File: src/rtl/noc_demux_route_pkg.sv
// Shared types for the router-input demux route controller: FSM states and
// the route-table entry layout.
package noc_demux_route_pkg;

  // Widest channel index a route entry can hold; CH_WIDTH must not exceed it.
  localparam int MAX_CH_WIDTH = 8;

  typedef enum logic [1:0] {
    ST_IDLE   = 2'd0,
    ST_ACTIVE = 2'd1,
    ST_DROP   = 2'd2
  } state_e;

  typedef struct packed {
    logic                    enable;
    logic [MAX_CH_WIDTH-1:0] channel;
  } route_entry_t;

endpackage

File: src/rtl/noc_demux_route_controller_if.sv
// Flit-stream, select/drop and route-table configuration signals between the
// demux datapath and its route controller.
interface noc_demux_route_controller_if #(
    parameter int CHANNELS   = 5,
    parameter int DEST_WIDTH = 4,
    parameter int CH_WIDTH   = 3
);
    logic                  i_flit_valid;
    logic                  i_flit_ready;
    logic                  i_flit_head;
    logic                  i_flit_tail;
    logic [DEST_WIDTH-1:0] i_flit_destination;
    logic [CHANNELS-1:0]   o_select;
    logic                  o_drop;
    logic                  i_cfg_valid;
    logic [DEST_WIDTH-1:0] i_cfg_destination;
    logic [CH_WIDTH-1:0]   i_cfg_channel;
    logic                  i_cfg_enable;

    modport slave (
        input  i_flit_valid, i_flit_ready, i_flit_head, i_flit_tail, i_flit_destination,
        input  i_cfg_valid, i_cfg_destination, i_cfg_channel, i_cfg_enable,
        output o_select, o_drop
    );

    modport master (
        output i_flit_valid, i_flit_ready, i_flit_head, i_flit_tail, i_flit_destination,
        output i_cfg_valid, i_cfg_destination, i_cfg_channel, i_cfg_enable,
        input  o_select, o_drop
    );
endinterface

File: src/rtl/noc_route_table.sv
// Destination -> channel route table: one synchronous write port, one
// asynchronous read port, every entry invalid after reset.
module noc_route_table
    import noc_demux_route_pkg::*;
#(
    parameter int DESTINATIONS = 16,
    parameter int DEST_WIDTH   = $clog2(DESTINATIONS),
    parameter int CH_WIDTH     = 3
) (
    input  logic                  clk,
    input  logic                  rst,
    input  logic                  wr_en,
    input  logic [DEST_WIDTH-1:0] wr_addr,
    input  logic [CH_WIDTH-1:0]   wr_channel,
    input  logic                  wr_enable,
    input  logic [DEST_WIDTH-1:0] rd_addr,
    output route_entry_t          rd_entry
);

    route_entry_t route_q [DESTINATIONS];
    route_entry_t route_d [DESTINATIONS];

    // NOTE: every always_comb output is assigned a default first, so no path leaves it unassigned and no latch is inferred.
    always_comb begin
        route_d = route_q;
        if (wr_en && (int'(wr_addr) < DESTINATIONS)) begin
            route_d[wr_addr] = '{enable: wr_enable, channel: MAX_CH_WIDTH'(wr_channel)};
        end
    end

    // NOTE: the table is small flops, not RAM, so it is cleared by reset; entry validity must be known from the first cycle.
    always_ff @(posedge clk or posedge rst) begin
        if (rst) begin
            for (int i = 0; i < DESTINATIONS; i++) begin
                route_q[i] <= '0;
            end
        end else begin
            route_q <= route_d;
        end
    end

    // The read sees the registered table, so a same-cycle write returns the old entry.
    assign rd_entry = (int'(rd_addr) < DESTINATIONS) ? route_q[rd_addr] : '0;

endmodule

File: src/rtl/noc_demux_route_controller.sv
// Route controller for a router-input flit demux: looks up the head flit's
// destination, holds the one-hot select for the packet, drops unroutable packets.
module noc_demux_route_controller
    import noc_demux_route_pkg::*;
#(
    parameter int CHANNELS     = 5,
    parameter int DESTINATIONS = 16,
    parameter int DEST_WIDTH   = $clog2(DESTINATIONS),
    parameter int CH_WIDTH     = $clog2(CHANNELS),
    parameter int COUNT_WIDTH  = 16
) (
    input  logic                         clk,
    input  logic                         rst,
    noc_demux_route_controller_if.slave  flit_if,
    output logic                         o_busy,
    output logic [COUNT_WIDTH-1:0]       o_drop_count
);

    route_entry_t lookup;
    logic         route_ok;

    state_e                 state_q, state_d;
    logic [CHANNELS-1:0]    select_q, select_d;
    logic                   drop_q, drop_d;
    logic                   busy_q, busy_d;
    logic [COUNT_WIDTH-1:0] drop_count_q, drop_count_d;

    noc_route_table #(
        .DESTINATIONS (DESTINATIONS),
        .DEST_WIDTH   (DEST_WIDTH),
        .CH_WIDTH     (CH_WIDTH)
    ) u_table (
        .clk        (clk),
        .rst        (rst),
        .wr_en      (flit_if.i_cfg_valid),
        .wr_addr    (flit_if.i_cfg_destination),
        .wr_channel (flit_if.i_cfg_channel),
        .wr_enable  (flit_if.i_cfg_enable),
        .rd_addr    (flit_if.i_flit_destination),
        .rd_entry   (lookup)
    );

    // An entry pointing past the last demux output is as unroutable as an invalid one.
    assign route_ok = lookup.enable && (int'(lookup.channel) < CHANNELS);

    always_comb begin
        state_d      = state_q;
        select_d     = select_q;
        drop_d       = drop_q;
        drop_count_d = drop_count_q;
        case (state_q)
            ST_IDLE: begin
                if (flit_if.i_flit_valid) begin
                    if (flit_if.i_flit_head && route_ok) begin
                        state_d  = ST_ACTIVE;
                        select_d = CHANNELS'(1) << lookup.channel;
                    end else begin
                        state_d = ST_DROP;
                        drop_d  = 1'b1;
                    end
                end
            end
            ST_ACTIVE: begin
                if (flit_if.i_flit_valid && flit_if.i_flit_ready && flit_if.i_flit_tail) begin
                    state_d  = ST_IDLE;
                    select_d = '0;
                end
            end
            ST_DROP: begin
                // Upstream ready is forced while dropping, so any valid tail ends the packet.
                if (flit_if.i_flit_valid && flit_if.i_flit_tail) begin
                    state_d = ST_IDLE;
                    drop_d  = 1'b0;
                    if (!(&drop_count_q)) begin
                        drop_count_d = drop_count_q + COUNT_WIDTH'(1);
                    end
                end
            end
            default: begin
                state_d  = ST_IDLE;
                select_d = '0;
                drop_d   = 1'b0;
            end
        endcase
        busy_d = (state_d != ST_IDLE);
    end

    // NOTE: sequential state uses non-blocking assignments so every flop samples pre-edge values regardless of statement order.
    always_ff @(posedge clk or posedge rst) begin
        if (rst) begin
            state_q      <= ST_IDLE;
            select_q     <= '0;
            drop_q       <= 1'b0;
            busy_q       <= 1'b0;
            drop_count_q <= '0;
        end else begin
            state_q      <= state_d;
            select_q     <= select_d;
            drop_q       <= drop_d;
            busy_q       <= busy_d;
            drop_count_q <= drop_count_d;
        end
    end

    assign flit_if.o_select = select_q;
    assign flit_if.o_drop   = drop_q;
    assign o_busy           = busy_q;
    assign o_drop_count     = drop_count_q;

endmodule

File: src/flat_wrapper.sv
// flat-port wrapper written by rule: the top's interface ports become plain ports
module noc_demux_route_controller_flat import noc_demux_route_pkg::*;
#(
    parameter int CHANNELS     = 5,
    parameter int DESTINATIONS = 16,
    parameter int DEST_WIDTH   = $clog2(DESTINATIONS),
    parameter int CH_WIDTH     = $clog2(CHANNELS),
    parameter int COUNT_WIDTH  = 16
)
  (clk, rst, o_busy, o_drop_count, flit_if_i_flit_valid, flit_if_i_flit_ready, flit_if_i_flit_head, flit_if_i_flit_tail, flit_if_i_flit_destination, flit_if_i_cfg_valid, flit_if_i_cfg_destination, flit_if_i_cfg_channel, flit_if_i_cfg_enable, flit_if_o_select, flit_if_o_drop);
  noc_demux_route_controller_if #(.CHANNELS(CHANNELS), .DEST_WIDTH(DEST_WIDTH), .CH_WIDTH(CH_WIDTH)) flit_if_i ();
  input  logic clk;
  input  logic rst;
  output logic o_busy;
  output logic [COUNT_WIDTH-1:0] o_drop_count;
  input wire logic [$bits(flit_if_i.i_flit_valid)-1:0] flit_if_i_flit_valid;
  input wire logic [$bits(flit_if_i.i_flit_ready)-1:0] flit_if_i_flit_ready;
  input wire logic [$bits(flit_if_i.i_flit_head)-1:0] flit_if_i_flit_head;
  input wire logic [$bits(flit_if_i.i_flit_tail)-1:0] flit_if_i_flit_tail;
  input wire logic [$bits(flit_if_i.i_flit_destination)-1:0] flit_if_i_flit_destination;
  input wire logic [$bits(flit_if_i.i_cfg_valid)-1:0] flit_if_i_cfg_valid;
  input wire logic [$bits(flit_if_i.i_cfg_destination)-1:0] flit_if_i_cfg_destination;
  input wire logic [$bits(flit_if_i.i_cfg_channel)-1:0] flit_if_i_cfg_channel;
  input wire logic [$bits(flit_if_i.i_cfg_enable)-1:0] flit_if_i_cfg_enable;
  output wire logic [$bits(flit_if_i.o_select)-1:0] flit_if_o_select;
  output wire logic [$bits(flit_if_i.o_drop)-1:0] flit_if_o_drop;
  assign flit_if_i.i_flit_valid = flit_if_i_flit_valid;
  assign flit_if_i.i_flit_ready = flit_if_i_flit_ready;
  assign flit_if_i.i_flit_head = flit_if_i_flit_head;
  assign flit_if_i.i_flit_tail = flit_if_i_flit_tail;
  assign flit_if_i.i_flit_destination = flit_if_i_flit_destination;
  assign flit_if_i.i_cfg_valid = flit_if_i_cfg_valid;
  assign flit_if_i.i_cfg_destination = flit_if_i_cfg_destination;
  assign flit_if_i.i_cfg_channel = flit_if_i_cfg_channel;
  assign flit_if_i.i_cfg_enable = flit_if_i_cfg_enable;
  assign flit_if_o_select = flit_if_i.o_select;
  assign flit_if_o_drop = flit_if_i.o_drop;
  noc_demux_route_controller #(.CHANNELS(CHANNELS), .DESTINATIONS(DESTINATIONS), .DEST_WIDTH(DEST_WIDTH), .CH_WIDTH(CH_WIDTH), .COUNT_WIDTH(COUNT_WIDTH)) u_core (.clk(clk), .rst(rst), .flit_if(flit_if_i), .o_busy(o_busy), .o_drop_count(o_drop_count));
endmodule
File: config.mk
export PLATFORM = sky130hd
export DESIGN_NAME = noc_demux_route_controller_flat
export DESIGN_NICKNAME = d
export VERILOG_FILES = /design/src/rtl/noc_demux_route_pkg.sv /design/src/rtl/noc_demux_route_controller_if.sv /design/src/rtl/noc_route_table.sv /design/src/rtl/noc_demux_route_controller.sv /design/src/flat_wrapper.sv
export SDC_FILE = /design/constraint.sdc
export NUM_CORES = 1
export LEC_CHECK = 0
export CAP_MARGIN = 0
export CORE_ASPECT_RATIO = 0.6
export CORE_MARGIN = 8
export CORE_UTILIZATION = 40
export DETAILED_ROUTE_END_ITERATION = 8
export MAX_ROUTING_LAYER = met4
export PLACE_DENSITY = 0.59
export SYNTH_ARGS = -nofsm -noshare
export SYNTH_HDL_FRONTEND = slang
export SYNTH_SLANG_ARGS = --single-unit
File: constraint.sdc
create_clock -name clk -period 5.3 [get_ports clk]
set_clock_uncertainty 0.15 [all_clocks]
set_input_delay 0.795 -clock clk [delete_from_list [all_inputs] [get_ports clk]]
set_output_delay 0.795 -clock clk [all_outputs]
set_load 0.05 [all_outputs]
==> impl_metrics.py <==
metrics = {
    "outcome": {
        "outcome": "finished, final reports clean",
    },
    "timing": {
        "rsz0062_at_grt": "false",
        "whs_ns": 0.341,
        "drv_slew": 0,
        "tightestPinTransition_ns": 1.02,
        "fmax_mhz": 289,
        "setup_violations": 0,
        "hold_viol": 0,
        "setup_tns_ns": 0,
        "max-slew-margin-rel_pct": 32.0,
        "post-route-period-util_pct": 65.2,
        "min_period_ns": 3.46,
    },
    "global_routing": {
        "grt_use_total_pct": 14.6,
        "grt_pass1_wl_um": 15400,
        "grt_pass1_vias": 2761,
        "grt_remaining_overflow": 0,
        "antenna_found_initial": 0,
        "grt_max_degree": 60,
    },
    "synthesis": {
        "synth_top_cell_by_area": "dfrtp_1",
        "synthesis.nets": 331,
        "yosys-top-cells-area": "dfrtp_1 (52%), mux2_2 (17%), mux4_1 (9.2%)",
        "yosys-mux-area-fraction_pct": 29.0,
        "synth_adder_area_share_pct": 0.291,
        "syn_avg_cell_area_um2": 13.8,
        "synth_top_family_by_area": "multiplexers",
        "synthesis.instances": 311,
        "synth_xor_area_share_pct": 3.06,
        "synthArstFlopShare_pct": 100,
        "synthesis.area_um2": 4300,
        "yosys_warnings": 0,
        "synth_ff_type": "dfrtp_1",
        "synthSimpleGateAreaFrac_pct": 10.5,
        "synth_compound_gate_area_share_pct": 2.94,
        "synth_seq_cells": 89,
        "yosysSeqAreaShare_pct": 51.8,
        "synth-edff-count": 0,
        "synth.distinct_cells": 41,
        "synth_top_area_share_pct": 51.8,
    },
    "clock_tree": {
        "htreeDepth": 3,
        "root_buffer": "clkbuf_16",
        "cts_hold_buf": 0,
        "post_cts_buffers": 0,
        "postCtsResizedCells": 0,
        "clk_latency_ns": 0.34,
        "cts.clk_slew.worst_paths_ns": 0.06,
        "cts_inserted_buffers": 9,
        "cts_tree": "done",
        "cts.sinks": 89,
        "clock_path_buffers": 2,
    },
    "cells_and_area": {
        "final_cell_mix": "dfrtp_1 (89), mux2_2 (65), clkdlybuf4s50_1 (41)",
        "final_cell_area_um2": 5090,
        "layout_commonest_cell": "dfrtp_1",
        "fillers": 941,
        "utilization_pct": 48.4,
        "syn2layout_area_growth_pct": 18.5,
        "nets": 373,
        "diodes": 0,
        "drive_above_1_share_pct": 25.1,
    },
    "critical_path": {
        "reg2reg_to": "u_core.flit_if.o_select[2]",
        "cp-end-kind": "flip-flop",
        "reg2reg_depth": 6,
        "startpoint_type": "input port",
        "r2r_slack_ns": 3.08,
        "cp.required_ns": 5.38,
        "critical_path.max_fanout": 16,
        "worst_ep_arrival_time_ns": 3.53,
        "criticalPathCategory": "in -> reg",
        "timing.rr.start": "u_core.u_table.route_q[56]",
        "endpoint": "u_core.flit_if.o_select[2]",
        "crit_path_start": "flit_if_i_flit_destination[0]",
    },
    "job": {
        "maxCapViolCount": 0,
    },
    "routing": {
        "via_per_inst": 5.22,
        "wl_met1_um": 4940,
        "met3_length_um": 302,
        "wl_met2_um": 3980,
        "wirelength_um": 9320,
        "wire_per_inst_um": 18.7,
        "drtIter0Drc": 168,
        "drc": 0,
        "num_vias": 2592,
        "first_pass_iters": 4,
        "top_layer_used": "met4",
        "drtAntennaViolNets": 0,
    },
    "power_and_ir_drop": {
        "swShare_pct": 30.2,
        "ir_worst_vdd_v": 0.000233,
        "comb_power_share_pct": 26.8,
        "p_sw_uw": 644,
        "power.share.clock_pct": 29.3,
        "power_density_nw_per_um2": 420,
        "seqPwrFrac_pct": 43.9,
        "internal_power_mw": 1.49,
        "p_total_mw": 2.14,
        "leakagePower_nw": 2.21,
    },
    "placed_design": {
        "dp_hpwl_um": 6790,
        "gp_routability_congestion": 0.804,
        "port-buffer-count": 41,
        "placed_area_um2": 4800,
    },
    "floorplanning": {
        "io_pins": 42,
        "start_util_pct": 40.8,
        "placement_rows": 29,
        "die_area_um2": 14400,
        "core-area_um2": 10500,
        "die_h_um": 96.3,
        "die_w_um": 150,
    },
    "hold_path": {
        "hold_path.class": "reg -> reg",
    },
}
[cell usage after synthesis, types with 3 or more instances]
library cell	n
dfrtp_1	89
mux2_2	65
nor2_1	24
nand2_1	18
mux4_1	15
nand3_1	8
xor2_1	8
nand2b_1	7
xnor2_1	7
mux2_4	5
nand4_1	5
and2_1	4
and3_1	4
clkbuf_1	4
nor2b_1	4
o21ai_0	4
buf_4	3
buf_6	3
inv_1	3
nor3_1	3
or3_1	3
[flip-flops by register name, summed over array words and instances, names as in the netlist]
signal,count
u_core.u_table.route_q,64
u_core.flit_if.o_drop,1
u_core.state_q,2
u_core.o_drop_count,16
u_core.o_busy,1
u_core.flit_if.o_select,5
[logic make-up after synthesis]
kind of cell	after synthesis
adder cells (fa/ha/maj)	1
buffers and inverters	14
AND/OR/NAND/NOR	89
AO/OA/AOI/OAI	15
XOR/XNOR	15
multiplexers	88
flip-flops	89
[how the worst min path moves through the flow]
stage / start / cells past startpoint / endpoint
2_1_floorplan: u_core.u_table.route_q[126] / 1 / u_core.u_table.route_q[126]
3_3_place_gp: u_core.o_drop_count[11] / 1 / u_core.o_drop_count[11]
3_5_place_dp: u_core.o_drop_count[11] / 1 / u_core.o_drop_count[11]
4_1_cts: u_core.o_drop_count[15] / 1 / u_core.o_drop_count[15]
5_1_grt: u_core.o_drop_count[11] / 1 / u_core.o_drop_count[11]
6_report: u_core.o_drop_count[11] / 1 / u_core.o_drop_count[11]
[power by group through the flow]
stage / clock network, mW / registers [mW] / logic [mW]
finish: 0.627 / 0.937 / 0.572
global route: 0.671 / 0.958 / 0.617
CTS: 0.647 / 0.938 / 0.579
detailed placement: 0 / 0.950 / 0.576
global placement: 0 / 0.947 / 0.565
floorplan: 0 / 1.03 / 0.322
[worst max-delay path, cell delays in order]
cell,delay [ns]
clkdlybuf4s50_1,1.04
mux4_1,0.69
a22oi_1,0.22
nand3_2,0.15
o21bai_4,0.20
a21oi_4,0.12
mux2_4,0.31
[cell type report]
cell class	count	area [µm²]	share of cell area [%]
repair buffers	42	418	8.21
flip-flops and latches	89	2230	43.8
well taps	139	174	3.42
multi-input cells	208	1970	38.6
inverters	3	12.5	0.246
clock inverters	2	37.5	0.738
clock buffers	14	254	4.99
[metrics by stage]
step	cells	setup slack, ns
CTS	497	1.83
finish	497	1.84
floorplan	311	2.05
global placement	481	1.55
detailed placement	481	1.47
global route	497	1.63
[per-layer routing]
| metal | vias to the layer above | global-route usage [%] |
|---|---|---|
| li1 | 1229 | - |
| met1 | 1310 | 20.6 |
| met2 | 44 | 20.1 |
| met3 | 9 | 4.08 |
| met4 | 0 | 4.22 |
| met5 | - | - |
No activity file was read; power rests on OpenSTA's default activity.
